==> src/rtl/temp_sampler.sv <==
// temp_sampler: periodic SYSMON die-temperature reader for the fan controller.
// Issues a DRP read every SAMPLE_DIV cycles, box-car averages 2^AVG_LOG2 samples,
// raises a hysteretic over-temperature alarm and flags a sensor fault on DRP timeout.
//
// Ports:
//   clk_in_100        system clock (100 MHz)
//   rst_n_in          asynchronous active-low reset
//   drp_den_out       DRP enable, one-cycle pulse per read
//   drp_daddr_out     DRP address (DRP_ADDR)
//   drp_dwe_out       DRP write enable (always 0)
//   drp_drdy_in       DRP read-data-ready pulse
//   drp_do_in         DRP read data
//   raw_temp_out      latest averaged raw temperature code (0xFFFF after reset)
//   sample_valid_out  one-cycle pulse, the cycle after raw_temp_out updates
//   temp_alarm_out    over-temperature or sensor-fault alarm
//   sensor_err_out    DRP timeout fault
module temp_sampler #(
  parameter int unsigned SAMPLE_DIV     = 100000,
  parameter logic [6:0]  DRP_ADDR       = 7'h00,
  parameter int unsigned AVG_LOG2       = 3,
  parameter int unsigned TIMEOUT_CYCLES = 255,
  parameter logic [15:0] ALARM_SET_RAW  = 16'hB6A7,
  parameter logic [15:0] ALARM_CLR_RAW  = 16'hB41B
) (
  input  logic        clk_in_100,
  input  logic        rst_n_in,
  output logic        drp_den_out,
  output logic [6:0]  drp_daddr_out,
  output logic        drp_dwe_out,
  input  logic        drp_drdy_in,
  input  logic [15:0] drp_do_in,
  output logic [15:0] raw_temp_out,
  output logic        sample_valid_out,
  output logic        temp_alarm_out,
  output logic        sensor_err_out
);

  localparam int unsigned DivW = $clog2(SAMPLE_DIV);
  localparam int unsigned TmoW = $clog2(TIMEOUT_CYCLES + 1);
  localparam int unsigned SumW = 16 + AVG_LOG2;
  localparam int unsigned CntW = AVG_LOG2 + 1;

  localparam logic [DivW-1:0] DivLast = DivW'(SAMPLE_DIV - 1);
  localparam logic [TmoW-1:0] TmoLast = TmoW'(TIMEOUT_CYCLES - 1);
  localparam logic [CntW-1:0] CntLast = CntW'((1 << AVG_LOG2) - 1);

  typedef enum logic [2:0] {StIdle, StReq, StWait, StAccum, StFault} state_e;

  state_e          state_q, state_d;
  logic [DivW-1:0] div_q;
  logic [TmoW-1:0] tmo_q, tmo_d;
  logic [15:0]     sample_q, sample_d;
  logic [SumW-1:0] sum_q, sum_d, sum_next;
  logic [CntW-1:0] cnt_q, cnt_d;
  logic [15:0]     raw_q, raw_d, avg;
  logic            avg_done_q, avg_done_d;
  logic            valid_q;
  logic            alarm_q, alarm_d;
  logic            err_q, err_d;
  logic            have_avg_q, have_avg_d;
  logic            tick;

  // Free-running period counter; the tick is the wrap cycle.
  assign tick = (div_q == DivLast);

  always_ff @(posedge clk_in_100 or negedge rst_n_in) begin
    if (!rst_n_in) begin
      div_q <= '0;
    end else if (tick) begin
      div_q <= '0;
    end else begin
      div_q <= div_q + DivW'(1);
    end
  end

  assign sum_next = sum_q + SumW'(sample_q);
  assign avg      = sum_next[AVG_LOG2 +: 16];

  always_comb begin
    state_d    = state_q;
    tmo_d      = tmo_q;
    sample_d   = sample_q;
    sum_d      = sum_q;
    cnt_d      = cnt_q;
    raw_d      = raw_q;
    avg_done_d = 1'b0;
    alarm_d    = alarm_q;
    err_d      = err_q;
    have_avg_d = have_avg_q;

    unique case (state_q)
      StIdle: begin
        // Ticks arriving outside idle are simply lost.
        if (tick) state_d = StReq;
      end
      StReq: begin
        // Count this cycle so the fault lands TIMEOUT_CYCLES after the enable pulse.
        tmo_d   = TmoW'(1);
        state_d = StWait;
      end
      StWait: begin
        tmo_d = tmo_q + TmoW'(1);
        if (drp_drdy_in) begin
          sample_d = drp_do_in;
          err_d    = 1'b0;
          state_d  = StAccum;
        end else if (tmo_q == TmoLast) begin
          // Fault outputs are registered on entry so they appear with the timeout.
          err_d   = 1'b1;
          alarm_d = 1'b1;
          state_d = StFault;
        end
      end
      StAccum: begin
        if (cnt_q == CntLast) begin
          raw_d      = avg;
          avg_done_d = 1'b1;
          sum_d      = '0;
          cnt_d      = '0;
          have_avg_d = 1'b1;
          if (!have_avg_q) begin
            alarm_d = (avg >= ALARM_SET_RAW);
          end else if (avg >= ALARM_SET_RAW) begin
            alarm_d = 1'b1;
          end else if (avg < ALARM_CLR_RAW) begin
            alarm_d = 1'b0;
          end
        end else begin
          sum_d = sum_next;
          cnt_d = cnt_q + CntW'(1);
        end
        state_d = StIdle;
      end
      StFault: begin
        sum_d      = '0;
        cnt_d      = '0;
        have_avg_d = 1'b0;
        state_d    = StIdle;
      end
      default: state_d = StIdle;
    endcase
  end

  always_ff @(posedge clk_in_100 or negedge rst_n_in) begin
    if (!rst_n_in) begin
      state_q    <= StIdle;
      tmo_q      <= '0;
      sample_q   <= '0;
      sum_q      <= '0;
      cnt_q      <= '0;
      raw_q      <= 16'hFFFF;
      avg_done_q <= 1'b0;
      valid_q    <= 1'b0;
      alarm_q    <= 1'b1;
      err_q      <= 1'b0;
      have_avg_q <= 1'b0;
    end else begin
      state_q    <= state_d;
      tmo_q      <= tmo_d;
      sample_q   <= sample_d;
      sum_q      <= sum_d;
      cnt_q      <= cnt_d;
      raw_q      <= raw_d;
      avg_done_q <= avg_done_d;
      valid_q    <= avg_done_q;
      alarm_q    <= alarm_d;
      err_q      <= err_d;
      have_avg_q <= have_avg_d;
    end
  end

  assign drp_den_out      = (state_q == StReq);
  assign drp_daddr_out    = DRP_ADDR;
  assign drp_dwe_out      = 1'b0;
  assign raw_temp_out     = raw_q;
  assign sample_valid_out = valid_q;
  // A dead sensor always reads as hot.
  assign temp_alarm_out   = alarm_q | err_q;
  assign sensor_err_out   = err_q;

endmodule

==> config.mk <==
export PLATFORM = sky130hd
export DESIGN_NAME = temp_sampler
export DESIGN_NICKNAME = d
export VERILOG_FILES = /design/src/rtl/temp_sampler.sv
export SDC_FILE = /design/constraint.sdc
export NUM_CORES = 1
export LEC_CHECK = 0
export CAP_MARGIN = 25
export CORE_ASPECT_RATIO = 1.25
export CORE_UTILIZATION = 32
export DETAILED_ROUTE_END_ITERATION = 10
export SYNTH_ARGS = -nofsm -noshare
export SYNTH_HDL_FRONTEND = slang
export SYNTH_SLANG_ARGS = --single-unit
==> constraint.sdc <==
create_clock -name clk_in_100 -period 3.7 [get_ports clk_in_100]
set_clock_uncertainty 0.05 [all_clocks]
set_input_delay 0.555 -clock clk_in_100 [delete_from_list [all_inputs] [get_ports clk_in_100]]
set_output_delay 0.555 -clock clk_in_100 [all_outputs]
set_load 0.05 [all_outputs]
==> results.cfg <==
[status]
outcome = finished, final reports clean

[synthesis]
synth_common_cells = 71 x dfrtp_1, 65 x nand2_1, 43 x nor2_1, 43 x o21ai_0, 20 x ha_1
synth_top_area_frac = 0.359
synth_ff_type = dfrtp_1
ys_warn_count = 0
synth.avg_cell_area_um2 = 9.81
ys_seq_elements = 88
netlist-cell-type-count = 80
synth_top_cell_by_area = dfrtp_1
syn_inst = 505
synth_edf_count = 0
ys_top_cells_by_area = dfrtp_1 36%, dfstp_2 9.0%, ha_1 5.1%, nand2_1 4.9%, o21ai_0 4.3%
synth_area_um2 = 4950
async_flop_share = 1.00
synthMostInstantiatedCell = dfrtp_1
ys_seq_area_frac = 0.449

[final_layout]
drive_above_1_share = 0.136
fillers = 1504
multi_input_area_um2 = 2550
syn_to_final_growth_pct = 18.1
fin_nets = 585
diodes = 0
ff_latch_area_um2 = 2220
fin_cells = 758

[die]
num_io_pins = 47
design.core.area_um2 = 15100
initial_core_util = 0.328
die_area_um2 = 16000
die_y_um = 141
rows = 50
dieWidth_um = 113

[place]
dp_hpwl_um = 8170
place_ws_ns = 0.719
dp_cells = 739
routabilityCongestion = 0.874
portBuffers = 38

[global_routing]
antenna_found_initial = 0
overflow = 0
grt_pass1_vias = 3853
grtUsageTotal = 0.153
grt_pass1_wl_um = 19100
grt_max_degree = 75

[worst_setup_path]
cp-start-kind = register
path_cells = ha_1, inv_1, fa_1, nand2b_1, a211oi_2, o31ai_2, a211oi_2, xnor2_1, a41oi_1, nor4_1, nor2_1
rr_startpoint = sample_q[0]
path_class = reg2reg
path_buf_inv = 1
crit_start = sample_q[0]
arrival_ns = 3.22
worstPathRequired_ns = 3.92
crit_path_top_delay_cell = fa_1
max_stage_delay_ns = 0.41
cp-end-kind = register
crit_path_max_fanout = 4
path_delay_family = compound AO/OA/AOI/OAI gates
crit_top_cell = a211oi_2

[power]
peakVddDrop_mv = 0.281
power_density_nw_per_um2 = 840
total_power_mw = 4.91
p_leak_nw = 2.44

[clock_network]
cts_resized = 0
cts.clk_slew.worst_paths_ns = 0.06
clock_latency_ns = 0.35
cts_hold_buf = 0
cts.sinks = 88
root_buffer = clkbuf_16
numCtsBuffers = 9
cts_tree = yes
cts_max_path_buffers = 2
cts_htree_levels = 3
post_cts_buffers = 0

[run]
max_cap_violations = 0

[sta]
worstMarginPinSlew_ns = 0.890
slew_headroom = 0.402
postLayoutSetupSlackWorst_ns = 0.708
setup_viol = 0
fmax_mhz = 334
fin_crit_ns = 2.99
period_share = 0.809
slew_violations = 0
hold_ws_ns = 0.301
tns_ns = 0
hold_viol_final = 0
rsz0062_at_grt = false

[detailed_routing]
vias = 3778
wl_um = 11200
dr.pass1.iters = 5
wl_per_cell_um = 14.8
postRouteAntennaNets = 0
drc = 0
viasPerCell = 4.98
drt_iter0_markers = 208

[hold_path]
hold_start = avg_done_q
hp-class = reg2reg
## where the power goes
| group | switching (mW) | internal (mW) | leakage, nW |
|---|---|---|---|
| clock | 0.378 | 0.541 | 0.145 |
| combinational | 1.57 | 1.02 | 1.21 |
| sequential | 0.202 | 1.20 | 1.09 |
## registers in the layout, summed over array words and instances, names as in the netlist, 3 cells and up
signal / cells
sum_q: 19
div_q: 17
raw_temp_out: 16
sample_q: 16
tmo_q: 8
cnt_q: 4
state_q: 3
## logic make-up after synthesis
logic type / share of synthesized area
muxes: 0.0422
AOI/OAI and AO/OA: 0.188
other: 0.000757
adders and majority gates: 0.0546
and+or+nand+nor: 0.175
xor gates and xnor gates: 0.0495
buffers and inverters: 0.0412
DFF: 0.449
## cell type report
type	instances	share of cell area
clock buffer	11	0.0415
tap	208	0.0445
clock inverter	5	0.00963
inverter	15	0.00963
timing repair buffer	45	0.0781
sequential	88	0.380
multi-input combinational	386	0.436
## stage by stage
step	utilization	area (um2)
4_1_cts	0.385	5800
5_1_grt	0.388	5850
3_3_place_gp	0.365	5500
6_report	0.388	5850
3_5_place_dp	0.365	5500
2_1_floorplan	-	4980
## per-layer routing
| metal | track usage | up-vias | wire (um) |
|---|---|---|---|
| li1 | - | 1875 | - |
| met1 | 0.189 | 1815 | 5100 |
| met2 | 0.259 | 75 | 5540 |
| met3 | 0.0292 | 13 | 421 |
| met4 | 0.0672 | 0 | 187 |
| met5 | 0 | - | 0 |
## worst paths after layout
kind / slack (ns) / depth (start not counted) / to
min in group asynchronous: 0.51 / 2 / div_q[12]
worst max-delay path: 0.71 / 11 / alarm_q
max in group asynchronous: 2.22 / 4 / raw_temp_out[14]
worst min-delay path: 0.30 / 0 / sample_valid_out
worst min register to register: 0.30 / 0 / sample_valid_out
worst max register to register: 0.71 / 11 / alarm_q
## layout by cell type, fill, tap and decap left out, types with 5 or more instances in the layout
master / synthesis / layout
o21a_1: 6 / 6
nand2_1: 65 / 65
nor2b_1: 6 / 6
nor3_1: 15 / 15
clkbuf_16: 0 / 9
xor2_1: 10 / 10
nand2b_1: 8 / 8
nor2_1: 43 / 43
a21oi_1: 17 / 17
inv_1: 14 / 14
nand4_1: 5 / 5
mux2_2: 15 / 15
dfrtp_1: 71 / 71
a22o_1: 5 / 5
a21o_1: 5 / 5
nand3_1: 10 / 10
buf_4: 9 / 5
nand3b_1: 5 / 5
and3_1: 5 / 5
conb_1: 1 / 8
o21ai_0: 43 / 43
dfstp_2: 17 / 17
xnor2_1: 18 / 18
ha_1: 20 / 20
clkdlybuf4s50_1: 0 / 37
Power figures use the tool's default switching activity.
